**src/rtl/pipe_hazard_ctrl_if.sv**
```systemverilog
// Hazard-controller signal bundle: ID/EXE/MEM status in, stall and forward controls out.
// The slave modport is the controller's view; the master modport is the pipeline side.
interface pipe_hazard_ctrl_if #(
    parameter int RN_W = 5
);
    logic [RN_W-1:0] rs;
    logic [RN_W-1:0] rt;
    logic            use_rs;
    logic            use_rt;
    logic            ewreg;
    logic            em2reg;
    logic [RN_W-1:0] ern;
    logic            mwreg;
    logic            mm2reg;
    logic [RN_W-1:0] mrn;
    logic            mem_req;
    logic            dmem_ready;
    logic            wpcir;
    logic            id_bubble;
    logic            pipe_hold;
    logic [1:0]      fwda;
    logic [1:0]      fwdb;
    logic            err;

    modport master (
        output rs, rt, use_rs, use_rt, ewreg, em2reg, ern,
               mwreg, mm2reg, mrn, mem_req, dmem_ready,
        input  wpcir, id_bubble, pipe_hold, fwda, fwdb, err
    );

    modport slave (
        input  rs, rt, use_rs, use_rt, ewreg, em2reg, ern,
               mwreg, mm2reg, mrn, mem_req, dmem_ready,
        output wpcir, id_bubble, pipe_hold, fwda, fwdb, err
    );
endinterface

```
**src/rtl/pipe_hazard_ctrl.sv**
```systemverilog
// Hazard and stall controller for the 5-stage pipeline (sits in ID).
// Forwarding selects, load-use bubble insertion, memory-wait freeze with timeout.
// Optional macro HAZ_PERF_CNT_EN adds saturating stall_cnt / bubble_cnt ports.
module pipe_hazard_ctrl #(
    parameter int RN_W     = 5,
    parameter int WAIT_MAX = 15
) (
    input  logic              clk,
    input  logic              rst,
    pipe_hazard_ctrl_if.slave hz
`ifdef HAZ_PERF_CNT_EN
    ,
    output logic [31:0]       stall_cnt,
    output logic [31:0]       bubble_cnt
`endif
);

    localparam logic [1:0] ST_RUN  = 2'd0;
    localparam logic [1:0] ST_WAIT = 2'd1;
    localparam logic [1:0] ST_ERR  = 2'd2;

    localparam logic [7:0] WAIT_LIM = 8'(WAIT_MAX);

    logic [1:0] state, state_nx;
    logic [7:0] wait_cnt, wait_cnt_nx;
    logic       memwait;
    logic       lu;
    logic       wpcir_i, bubble_i, hold_i;

    // EXE result beats MEM result; a load still in EXE has no data to forward.
    function automatic logic [1:0] fwd_sel(
        input logic [RN_W-1:0] x,
        input logic            ewreg,
        input logic            em2reg,
        input logic [RN_W-1:0] ern,
        input logic            mwreg,
        input logic            mm2reg,
        input logic [RN_W-1:0] mrn
    );
        if (ewreg && ern != '0 && ern == x && !em2reg)
            return 2'b01;
        else if (mwreg && mrn != '0 && mrn == x)
            return mm2reg ? 2'b11 : 2'b10;
        else
            return 2'b00;
    endfunction

    assign memwait = hz.mem_req & ~hz.dmem_ready;
    assign lu      = hz.ewreg & hz.em2reg & (hz.ern != '0) &
                     ((hz.use_rs & (hz.ern == hz.rs)) | (hz.use_rt & (hz.ern == hz.rt)));

    // Stall decode and next-state: memory wait outranks load-use, ERR freezes everything.
    always_comb begin
        wpcir_i     = 1'b1;
        bubble_i    = 1'b0;
        hold_i      = 1'b0;
        state_nx    = state;
        wait_cnt_nx = wait_cnt;
        case (state)
            ST_RUN, ST_WAIT: begin
                if (memwait) begin
                    wpcir_i = 1'b0;
                    hold_i  = 1'b1;
                    if (state == ST_RUN) begin
                        state_nx    = ST_WAIT;
                        wait_cnt_nx = 8'd1;
                    end else if (wait_cnt == WAIT_LIM) begin
                        state_nx = ST_ERR;
                    end else begin
                        wait_cnt_nx = wait_cnt + 8'd1;
                    end
                end else begin
                    // Hold released: the frozen ID instruction is re-checked for load-use now.
                    state_nx    = ST_RUN;
                    wait_cnt_nx = 8'd0;
                    if (lu) begin
                        wpcir_i  = 1'b0;
                        bubble_i = 1'b1;
                    end
                end
            end
            ST_ERR: begin
                wpcir_i  = 1'b0;
                bubble_i = 1'b1;
                hold_i   = 1'b1;
            end
            default: begin
                state_nx    = ST_RUN;
                wait_cnt_nx = 8'd0;
            end
        endcase
    end

    // Output drive; reset forces a safe nop-insert with no forwarding.
    always_comb begin
        if (rst) begin
            hz.wpcir     = 1'b0;
            hz.id_bubble = 1'b1;
            hz.pipe_hold = 1'b0;
            hz.fwda      = 2'b00;
            hz.fwdb      = 2'b00;
            hz.err       = 1'b0;
        end else begin
            hz.wpcir     = wpcir_i;
            hz.id_bubble = bubble_i;
            hz.pipe_hold = hold_i;
            hz.fwda      = fwd_sel(hz.rs, hz.ewreg, hz.em2reg, hz.ern, hz.mwreg, hz.mm2reg, hz.mrn);
            hz.fwdb      = fwd_sel(hz.rt, hz.ewreg, hz.em2reg, hz.ern, hz.mwreg, hz.mm2reg, hz.mrn);
            hz.err       = (state == ST_ERR);
        end
    end

    // State and wait counter; ERR is left only through reset.
    always_ff @(posedge clk) begin
        if (rst) begin
            state    <= ST_RUN;
            wait_cnt <= 8'd0;
        end else begin
            state    <= state_nx;
            wait_cnt <= wait_cnt_nx;
        end
    end

`ifdef HAZ_PERF_CNT_EN
    // Saturating counts of stalled-fetch cycles and inserted bubbles.
    always_ff @(posedge clk) begin
        if (rst) begin
            stall_cnt  <= 32'd0;
            bubble_cnt <= 32'd0;
        end else begin
            if (!wpcir_i && stall_cnt != 32'hFFFF_FFFF)
                stall_cnt <= stall_cnt + 32'd1;
            if (bubble_i && bubble_cnt != 32'hFFFF_FFFF)
                bubble_cnt <= bubble_cnt + 32'd1;
        end
    end
`endif

endmodule
```
**src/flat_wrapper.sv**
```systemverilog
// flat-port wrapper written by rule: the top's interface ports become plain ports
module pipe_hazard_ctrl_flat 
#(
    parameter int RN_W     = 5,
    parameter int WAIT_MAX = 15
)
  (clk, rst, hz_rs, hz_rt, hz_use_rs, hz_use_rt, hz_ewreg, hz_em2reg, hz_ern, hz_mwreg, hz_mm2reg, hz_mrn, hz_mem_req, hz_dmem_ready, hz_wpcir, hz_id_bubble, hz_pipe_hold, hz_fwda, hz_fwdb, hz_err);
  pipe_hazard_ctrl_if #(.RN_W(RN_W)) hz_i ();
  input  logic clk;
  input  logic rst;
  input wire logic [$bits(hz_i.rs)-1:0] hz_rs;
  input wire logic [$bits(hz_i.rt)-1:0] hz_rt;
  input wire logic [$bits(hz_i.use_rs)-1:0] hz_use_rs;
  input wire logic [$bits(hz_i.use_rt)-1:0] hz_use_rt;
  input wire logic [$bits(hz_i.ewreg)-1:0] hz_ewreg;
  input wire logic [$bits(hz_i.em2reg)-1:0] hz_em2reg;
  input wire logic [$bits(hz_i.ern)-1:0] hz_ern;
  input wire logic [$bits(hz_i.mwreg)-1:0] hz_mwreg;
  input wire logic [$bits(hz_i.mm2reg)-1:0] hz_mm2reg;
  input wire logic [$bits(hz_i.mrn)-1:0] hz_mrn;
  input wire logic [$bits(hz_i.mem_req)-1:0] hz_mem_req;
  input wire logic [$bits(hz_i.dmem_ready)-1:0] hz_dmem_ready;
  output wire logic [$bits(hz_i.wpcir)-1:0] hz_wpcir;
  output wire logic [$bits(hz_i.id_bubble)-1:0] hz_id_bubble;
  output wire logic [$bits(hz_i.pipe_hold)-1:0] hz_pipe_hold;
  output wire logic [$bits(hz_i.fwda)-1:0] hz_fwda;
  output wire logic [$bits(hz_i.fwdb)-1:0] hz_fwdb;
  output wire logic [$bits(hz_i.err)-1:0] hz_err;
  assign hz_i.rs = hz_rs;
  assign hz_i.rt = hz_rt;
  assign hz_i.use_rs = hz_use_rs;
  assign hz_i.use_rt = hz_use_rt;
  assign hz_i.ewreg = hz_ewreg;
  assign hz_i.em2reg = hz_em2reg;
  assign hz_i.ern = hz_ern;
  assign hz_i.mwreg = hz_mwreg;
  assign hz_i.mm2reg = hz_mm2reg;
  assign hz_i.mrn = hz_mrn;
  assign hz_i.mem_req = hz_mem_req;
  assign hz_i.dmem_ready = hz_dmem_ready;
  assign hz_wpcir = hz_i.wpcir;
  assign hz_id_bubble = hz_i.id_bubble;
  assign hz_pipe_hold = hz_i.pipe_hold;
  assign hz_fwda = hz_i.fwda;
  assign hz_fwdb = hz_i.fwdb;
  assign hz_err = hz_i.err;
  pipe_hazard_ctrl #(.RN_W(RN_W), .WAIT_MAX(WAIT_MAX)) u_core (.clk(clk), .rst(rst), .hz(hz_i));
endmodule
```
**config.mk**
```make
export PLATFORM = sky130hd
export DESIGN_NAME = pipe_hazard_ctrl_flat
export DESIGN_NICKNAME = d
export VERILOG_FILES = /design/src/rtl/pipe_hazard_ctrl_if.sv /design/src/rtl/pipe_hazard_ctrl.sv /design/src/flat_wrapper.sv
export SDC_FILE = /design/constraint.sdc
export NUM_CORES = 1
export LEC_CHECK = 0
export ABC_AREA = 1
export CORE_AREA = 2 2 49 51
export DETAILED_ROUTE_END_ITERATION = 16
export DIE_AREA = 0 0 51 53
export PLACE_DENSITY = 0.89
export SYNTH_ARGS = -nofsm -noshare
export SYNTH_HDL_FRONTEND = slang
export SYNTH_SLANG_ARGS = --single-unit
```
**constraint.sdc**
```tcl
create_clock -name clk -period 2.3 [get_ports clk]
set_input_delay 0.46 -clock clk [delete_from_list [all_inputs] [get_ports clk]]
set_output_delay 0.46 -clock clk [all_outputs]
set_load 0.01 [all_outputs]
```
Word level (Yosys, flattened, before mapping):

Cells that the tools add are included.

* register bits: 10
* input bits: 30

* $add $sub $neg: 1
* equal/unequal tests: 9
* mux-type cells: 27
* bitwise logic cells: 9
* reductions and logical operators: 15

Operator list (count)
* $mux 8: 3
* $eq 5x5->1: 4
* $mux 2: 9
* $pmux 8 s2: 1
* $mux 1: 10
* $reduce_bool 5->1: 2
* $add 8x1->8 const B: 1
* $eq 8x4->1 const B: 1
* $logic_and 1x1->1: 8
* $ne 4x4->1 const B: 2
* $and 1x1->1: 6
* $pmux 1 s2: 3
* $pmux 2 s2: 1
* $reduce_and 2->1: 2
* $eq 2x1->1 const B: 1
* $eq 2x2->1 const B: 1
* $logic_not 2->1: 1
* $not 1->1: 2
* $reduce_or 2->1: 1
* $logic_not 1->1: 1
* $or 1x1->1: 1

Longest topological paths before layout:

* word-level depth: 8
* depth in mapped cells: 9

Least setup slack after synthesis:

No wires, ideal clock.

* path kind: input port to output port
* from: input hz_rt[0]
* to: output hz_fwdb[1]
* arrival time: 1112 ps
* data required time: 1840 ps
* path slack: 728 ps
* cell stages on the path: 6
* buffers on the path: 0
* cell sequence: inv_1 > or2_2 > nand3_1 > nor3_1 > nand2_1 > nor2_1

* longest elaborated chain between the ends: 5

Ends and longest elaborated chain
* from (decl): line flat_wrapper.sv:12 `input wire logic [$bits(hz_i.rt)-1:0] hz_rt;`
* $eq 5x5->1 (on tied branches): line pipe_hazard_ctrl.sv:42, pipe_hazard_ctrl.sv:40
* $logic_and 1x1->1 (on tied branches): line pipe_hazard_ctrl.sv:42, pipe_hazard_ctrl.sv:40
* $mux 2 / $logic_and 1x1->1 (equally long branches): line pipe_hazard_ctrl.sv:42, pipe_hazard_ctrl.sv:40
* $mux 2 *: line pipe_hazard_ctrl.sv:40 `if (ewreg && ern != '0 && ern == x && !em2reg)`
* $mux 2 *: line pipe_hazard_ctrl.sv:96 `if (rst) begin`
* to (decl): line flat_wrapper.sv:27 `output wire logic [$bits(hz_i.fwdb)-1:0] hz_fwdb;`

Mark *: on every way between the ends. The rest lies on a longest branch, timed or not.

Worst setup path in the final report:

* from: input hz_rt[3]
* to: output hz_fwdb[1]

The elaborated chain is that of the path after synthesis.

==> metrics.md <==
| Metric | Value |
|---|---|
| Total die area | 0.00270 mm^2 |
| I/O Buffers | 37 |
| Critical-path top delay cell | clkdlybuf4s50_1 |
| Core ar. | 0.00215 mm^2 |
| Postcts setup bufs | 0 |
| Final ANT Viol Nets | 0 |
| Worst skew pair latency | 260 ps |
| Post-CTS Hold Fix Bufs | 0 |
| # rows | 17 |
| Total Power | 435 uW |
| # diodes | 0 |
| Die Ht | 53 um |
| Root buf cell | clkbuf_4 |
| Worst setup EP type | primary output |
| Mapped Area | 985 um^2 |
| Setup WS pre-CTS | -405 ps |
| Synthesized netlist cell count | 172 |
| CTS tree | done |
| Clock power frac | 26.5% |
| Max_slew headroom | 81.2% |
| Congestion Overflow GR | 0 |
| Yosys reg bits | 10 |
| Synthesized net count | 203 |
| Critical Path AT | 1770 ps |
| Syn avg cell area | 5.72 um^2 |
| Max-Cap Viols | 0 |
| Logic pwr share | 33.0% |
| Tmin final | 2230 ps |
| Crit path required time | 1840 ps |
| Final hold vios | 0 |
| DRT iter0 DRCs | 26 |
| Num CTS Buffers | 3 |
| RePlAce Congestion | 0.812 |
| DP Area | 0.00143 mm^2 |
| Via density | 4.84 |
| F_max | 448 MHz |
| Setup Skew | 1.02 ps |
| CP max FO | 2 |
| Leak Pwr | 0.000716 uW |
| Largest stage delay on the critical path | 470 ps |
| I/O Pins | 38 |
| Die X | 51 um |
| Pin count of the biggest net entering global routing | 8 |
| All-Layer GR Usage | 21.0% |
| Sw frac | 29.4% |
| Layout cell share with drive strength beyond 1 | 19.4% |
| H-tree Lvls | 1 |
| CP Cell Sequence | clkdlybuf4s50_1 -> xor2_1 -> nor3_2 -> nand2_1 -> nor2_1 -> dlygate4sd2_1 |
| Critical path class | in2out |
| Final Setup Violations | 0 |
| Post-Layout Inst Area | 0.00147 mm^2 |
| Register area | 200 um^2 |
| DRT Wirelength | 2.72 mm |
| Drt pass-1 iters | 4 |
| Fillcell total | 201 |
| Clock-pin slew on the worst setup and hold paths | 60 ps |
| Post-synthesis sequential area ratio | 20.3% |
| # DRC | 0 |
| Sequential cell fraction of total power | 40.5% |
| Final hold slack | 488 ps |
| Slew @ Worst Pin | 279 ps |
| Initial antenna violation count | 0 |
| CP Launch Type | input pin |
| CTS Sinks | 10 |
| Via count | 1187 |
| Initial Util | 45.8% |
| Post-route setup slack | 65.4 ps |
| Outcome | completed |
| Synthesis Warnings | 0 |
| Switching pwr | 128 uW |
| Buffer depth of the longest clock path | 2 |
| Vias in the first global route | 1108 |
| Hpwl dp | 2.17 mm |
| Period utilization | 97.2% |
| Multi-input logic area | 709 um^2 |
| Setup Total Neg Slack | 0 ps |
| PD cells | 296 mW/mm^2 |
| Final-stage net count | 250 |
| Area growth syn-to-layout | 49.6% |
| Slew Viols, Final | 0 |
| Global-route wire length before repair | 4.28 mm |
| Maximum VDD drop | 0.387 mV |
| Tightest Hold Check Type | reg2reg |
| Cell variety after synth | 26 |
| Wire per inst | 11.1 um |
| Internal power | 307 uW |
## layer usage
metal	wire length, um	vias to the layer above	global-route usage (%)	part of all wire [%]
li1	-	630	-	-
met1	1280	522	23.5	47
met2	1290	29	39.4	47
met3	115	6	5.08	4.2
met4	33	0	5.41	1.2
met5	0	-	0	0
## sequential cells by signal (all words and copies together), names as in the netlist
| name | flops |
|---|---|
| u_core.wait_cnt | 8 |
| u_core.state | 2 |
## repair_timing
action / in CTS / in global routing
resized for setup: 35 / 10
setup endpoints to repair: 8 / 6
pin swaps: 4 / 5
## worst max-delay path: cells and delay by family
family	cells	cell delay, ps
xor+xnor	1	190
buf+inv	2	740
simple gates	3	390
## power groups by stage
stage	sequential, uW	clock, uW	combinational, uW
after floorplan	180	0	58.4
final	176	115	144
after global placement	180	0	143
after CTS	176	120	139
after global routing	176	131	158
after detailed placement	180	0	146
## cell families after synthesis
kind of cell,synth area share (%)
buffers and inverters,10.7
xor gates and xnor gates,9.78
DFF,20.3
adders and majority gates,1.27
AOI/OAI and AO/OA,9.15
and+or+nand+nor,48.8
## placed cells by master (no fill, tap or decap), types with 2 or more instances in the layout
cell type | synthesis | routed
inv_1 | 21 | 19
nand2_2 | 2 | 2
a21oi_1 | 4 | 4
clkdlybuf4s15_2 | 0 | 3
clkdlybuf4s50_1 | 0 | 12
o21ai_1 | 1 | 2
xnor2_1 | 4 | 4
nand2_1 | 51 | 51
nor3_2 | 0 | 3
dlymetal6s2s_1 | 0 | 4
dfxtp_1 | 10 | 10
clkbuf_4 | 0 | 3
nand3_2 | 2 | 3
buf_4 | 0 | 6
dlygate4sd2_1 | 0 | 16
o21ai_0 | 3 | 2
xor2_1 | 7 | 7
nand4_1 | 4 | 4
a21oi_2 | 3 | 3
nor3_1 | 7 | 4
nand3_1 | 11 | 10
nor2_2 | 2 | 6
nor2_1 | 25 | 21
inv_2 | 6 | 8
## per-stage QoR
step           instances  utilization [%]
2_1_floorplan        172                -
3_3_place_gp         242             66.6
3_5_place_dp         242             66.6
4_1_cts              245             67.6
5_1_grt              245             68.5
6_report             245             68.5
## path summary, 6_finish.rpt
| kind | start | end | slack [ps] | cells after the start |
|---|---|---|---|---|
| setup / recovery | hz_rt[3] | hz_fwdb[1] | 70 | 6 |
| hold / removal | u_core.wait_cnt[0] | u_core.wait_cnt[0] | 490 | 2 |
| setup reg to reg | u_core.wait_cnt[0] | u_core.wait_cnt[1] | 850 | 9 |
| hold reg to reg | u_core.wait_cnt[0] | u_core.wait_cnt[0] | 490 | 2 |
## Yosys cell counts, drive strengths merged
| cell type | number | area, um^2 |
|---|---|---|
| nand2 | 54 | 215 |
| a211oi | 1 | 7.51 |
| ha | 1 | 12.5 |
| o21ai | 5 | 28.8 |
| clkbuf | 1 | 3.75 |
| inv | 27 | 101 |
| nand4 | 4 | 25.0 |
| o31ai | 1 | 7.51 |
| dfxtp | 10 | 200 |
| nor2 | 28 | 118 |
| nor3 | 7 | 35.0 |
| nand3 | 13 | 75.1 |
| a21oi | 7 | 46.3 |
| or2 | 2 | 12.5 |
| xnor2 | 4 | 35.0 |
| xor2 | 7 | 61.3 |
## layout make-up
cell class | count | area share [%]
sequential | 10 | 13.6
timing repair buffer | 43 | 27.4
tap | 28 | 2.38
inverter | 27 | 6.88
clock buffer | 3 | 1.53
multi-input combinational | 134 | 48.2
Note: power is estimated with default switching activity, not from simulation.
==> RTL change (same flow settings) <==
`RN_W` is set to 5 in 3 places; all go to 4.
--- a/src/rtl/pipe_hazard_ctrl_if.sv
+++ b/src/rtl/pipe_hazard_ctrl_if.sv
@@ -1,7 +1,7 @@
 // Hazard-controller signal bundle: ID/EXE/MEM status in, stall and forward controls out.
 // The slave modport is the controller's view; the master modport is the pipeline side.
 interface pipe_hazard_ctrl_if #(
-    parameter int RN_W = 5
+    parameter int RN_W = 4
 );
     logic [RN_W-1:0] rs;
     logic [RN_W-1:0] rt;
--- a/src/rtl/pipe_hazard_ctrl.sv
+++ b/src/rtl/pipe_hazard_ctrl.sv
@@ -2,7 +2,7 @@
 // Forwarding selects, load-use bubble insertion, memory-wait freeze with timeout.
 // Optional macro HAZ_PERF_CNT_EN adds saturating stall_cnt / bubble_cnt ports.
 module pipe_hazard_ctrl #(
-    parameter int RN_W     = 5,
+    parameter int RN_W     = 4,
     parameter int WAIT_MAX = 15
 ) (
     input  logic              clk,
--- a/src/flat_wrapper.sv
+++ b/src/flat_wrapper.sv
@@ -1,7 +1,7 @@
 // flat-port wrapper written by rule: the top's interface ports become plain ports
 module pipe_hazard_ctrl_flat 
 #(
-    parameter int RN_W     = 5,
+    parameter int RN_W     = 4,
     parameter int WAIT_MAX = 15
 )
   (clk, rst, hz_rs, hz_rt, hz_use_rs, hz_use_rt, hz_ewreg, hz_em2reg, hz_ern, hz_mwreg, hz_mm2reg, hz_mrn, hz_mem_req, hz_dmem_ready, hz_wpcir, hz_id_bubble, hz_pipe_hold, hz_fwda, hz_fwdb, hz_err);
Interface: changed (resized hz_ern, hz_mrn, hz_rs and hz_rt); port bits go from 38 to 34. No check against the original RTL was run, so the function may have changed too.
==> RTL change against the original RTL <==
  * Non-clock buffer count down 3
  * Highest routed layer unchanged
  * Largest cell class unchanged
  * Critical path depth is 2 higher
  * Power increased by 5.8%
  * Clock skew grew 0.0017 ns
  * Critical path type unchanged
  * Sequential cell count unchanged
  * Critical endpoint is now hz_fwda[1]
  * Design area fell by 6.4%
  * Largest power group unchanged
  * Clock power grew 36%
  * Synthesized cell count fell by 12%
  * Routed wire length fell by 5.3%
  * Area after synthesis down 5.2%
  * Combinational power down 11%
  * Worst setup slack got worse by 0.011 ns
==> RTL change: results (changes against the original RTL) <==
status=finished clean; Rel. slew slack=77.1% (-4.2 points); Via Count=1130 (-4.8%); First DRT Iteration DRCs=18 (-31%); top cells by count, synth=36 x nand2_1, 23 x nor2_1, 15 x inv_1, 13 x nand3_1, 11 x xor2_1; share of layout cells above drive strength 1=20.6% (+1.3 points); Lkg Pwr=0.664 nW (-7.2%); R2R cell count=7 (-2); Wirelength per Cell=11.6 um (+4.5%); Final nets=222 (-11%); first-pass GRT wire length=4460 um (+4.0%); Post-DP Area=0.00134 mm^2 (-6.5%); Final Skew=0.00273 ns (+0.00171 ns); pre-CTS WS=-0.443 ns (-0.0373 ns); Total Routing Usage GR=21.6% (+0.65 points); biggest regs=u_core.wait_cnt: 8 flops, u_core.state: 2 flops; Crit Path Max Fanout=5 (+3); sequential share of the synthesized area=21.4% (+1.1 points); worst endpoint data arrival time=1.79 ns (+0.02 ns); Area contributors post-synth=dfxtp_1 21%, nand2_1 14%, xor2_1 10%; peak supply drop=0.272 mV (-30%); asr flop ratio synth=0% (unchanged); gpl congestion=0.895 (+10%); Net Count, Synth=178 (-12%); I/O Buffers=33 (-11%)
-- RTL change: changes by cell type in the layout (fill, tap and decap cells not counted), moves of 4 or more --
| cell | change |
|---|---|
| nor3_1 | -4 |
| inv_2 | -4 |
| xor2_1 | +4 |
| inv_1 | -6 |
| nand2_1 | -15 |
-- RTL change: per-layer routing --
| metal | vias to the layer above | GRT usage, % | wire (um) |
|---|---|---|---|
| met5 | - | 0 | 0 |
| met4 | 0 | 7.66 | 53 |
| met3 | 9 | 6.50 | 174 |
| met2 | 39 | 38.7 | 1270 |
| met1 | 515 | 24.1 | 1080 |
| li1 | 567 | - | - |
-- RTL change: through the flow --
step	setup TNS, ns	std cells	power (mW)	util, %
2_1_floorplan	0	151	0.233	-
3_3_place_gp	-1.76	217	0.306	62.3
3_5_place_dp	-2.07	217	0.311	62.3
4_1_cts	-0.0318	222	0.461	64.1
5_1_grt	0	222	0.488	64.2
6_report	0	222	0.461	64.2
-- RTL change: path summary, 6_finish.rpt --
check,slack (ns),start,to
max,0.05,hz_mrn[2],hz_fwda[1]
min,0.48,u_core.wait_cnt[1],u_core.wait_cnt[1]
max reg2reg,0.82,u_core.wait_cnt[0],u_core.wait_cnt[4]
min reg2reg,0.48,u_core.wait_cnt[1],u_core.wait_cnt[1]
-- RTL change: worst max-delay path, delay by kind of cell --
family,cells,cell delay (ns)
and+or+nand+nor,5,0.52
buffers and inverters,3,0.81
-- RTL change: cell type report --
| type | instances | area (um^2) |
|---|---|---|
| clock buffer | 4 | 36.3 |
| fill | 191 | 769 |
| inverter | 18 | 68.8 |
| multi-input combinational | 122 | 674 |
| sequential | 10 | 200 |
| tap | 28 | 35.0 |
| timing repair buffer | 40 | 364 |
-- RTL change: power breakdown --
group / leakage [nW] / switching, mW / internal [mW]
Clock: 0.0210 / 0.0602 / 0.0962
Combinational: 0.562 / 0.0606 / 0.0674
Sequential: 0.0808 / 0.00161 / 0.175
-- RTL change: repair_timing --
action,4_1_cts,5_1_grt
setup endpoints to repair,7,6
endpoints found under the hold margin,0,0
gates resized for setup,25,11
buffers inserted,1,0
pin swaps,5,3
-- RTL change: cells by family after synthesis --
group / after synthesis / share of synthesized area [%]
adder cells (fa/ha/maj): 1 / 1.34
AND/OR/NAND/NOR: 94 / 48.3
flip-flops: 10 / 21.4
buffers and inverters: 19 / 7.91
AO/OA/AOI/OAI: 14 / 8.85
XOR/XNOR: 13 / 12.2
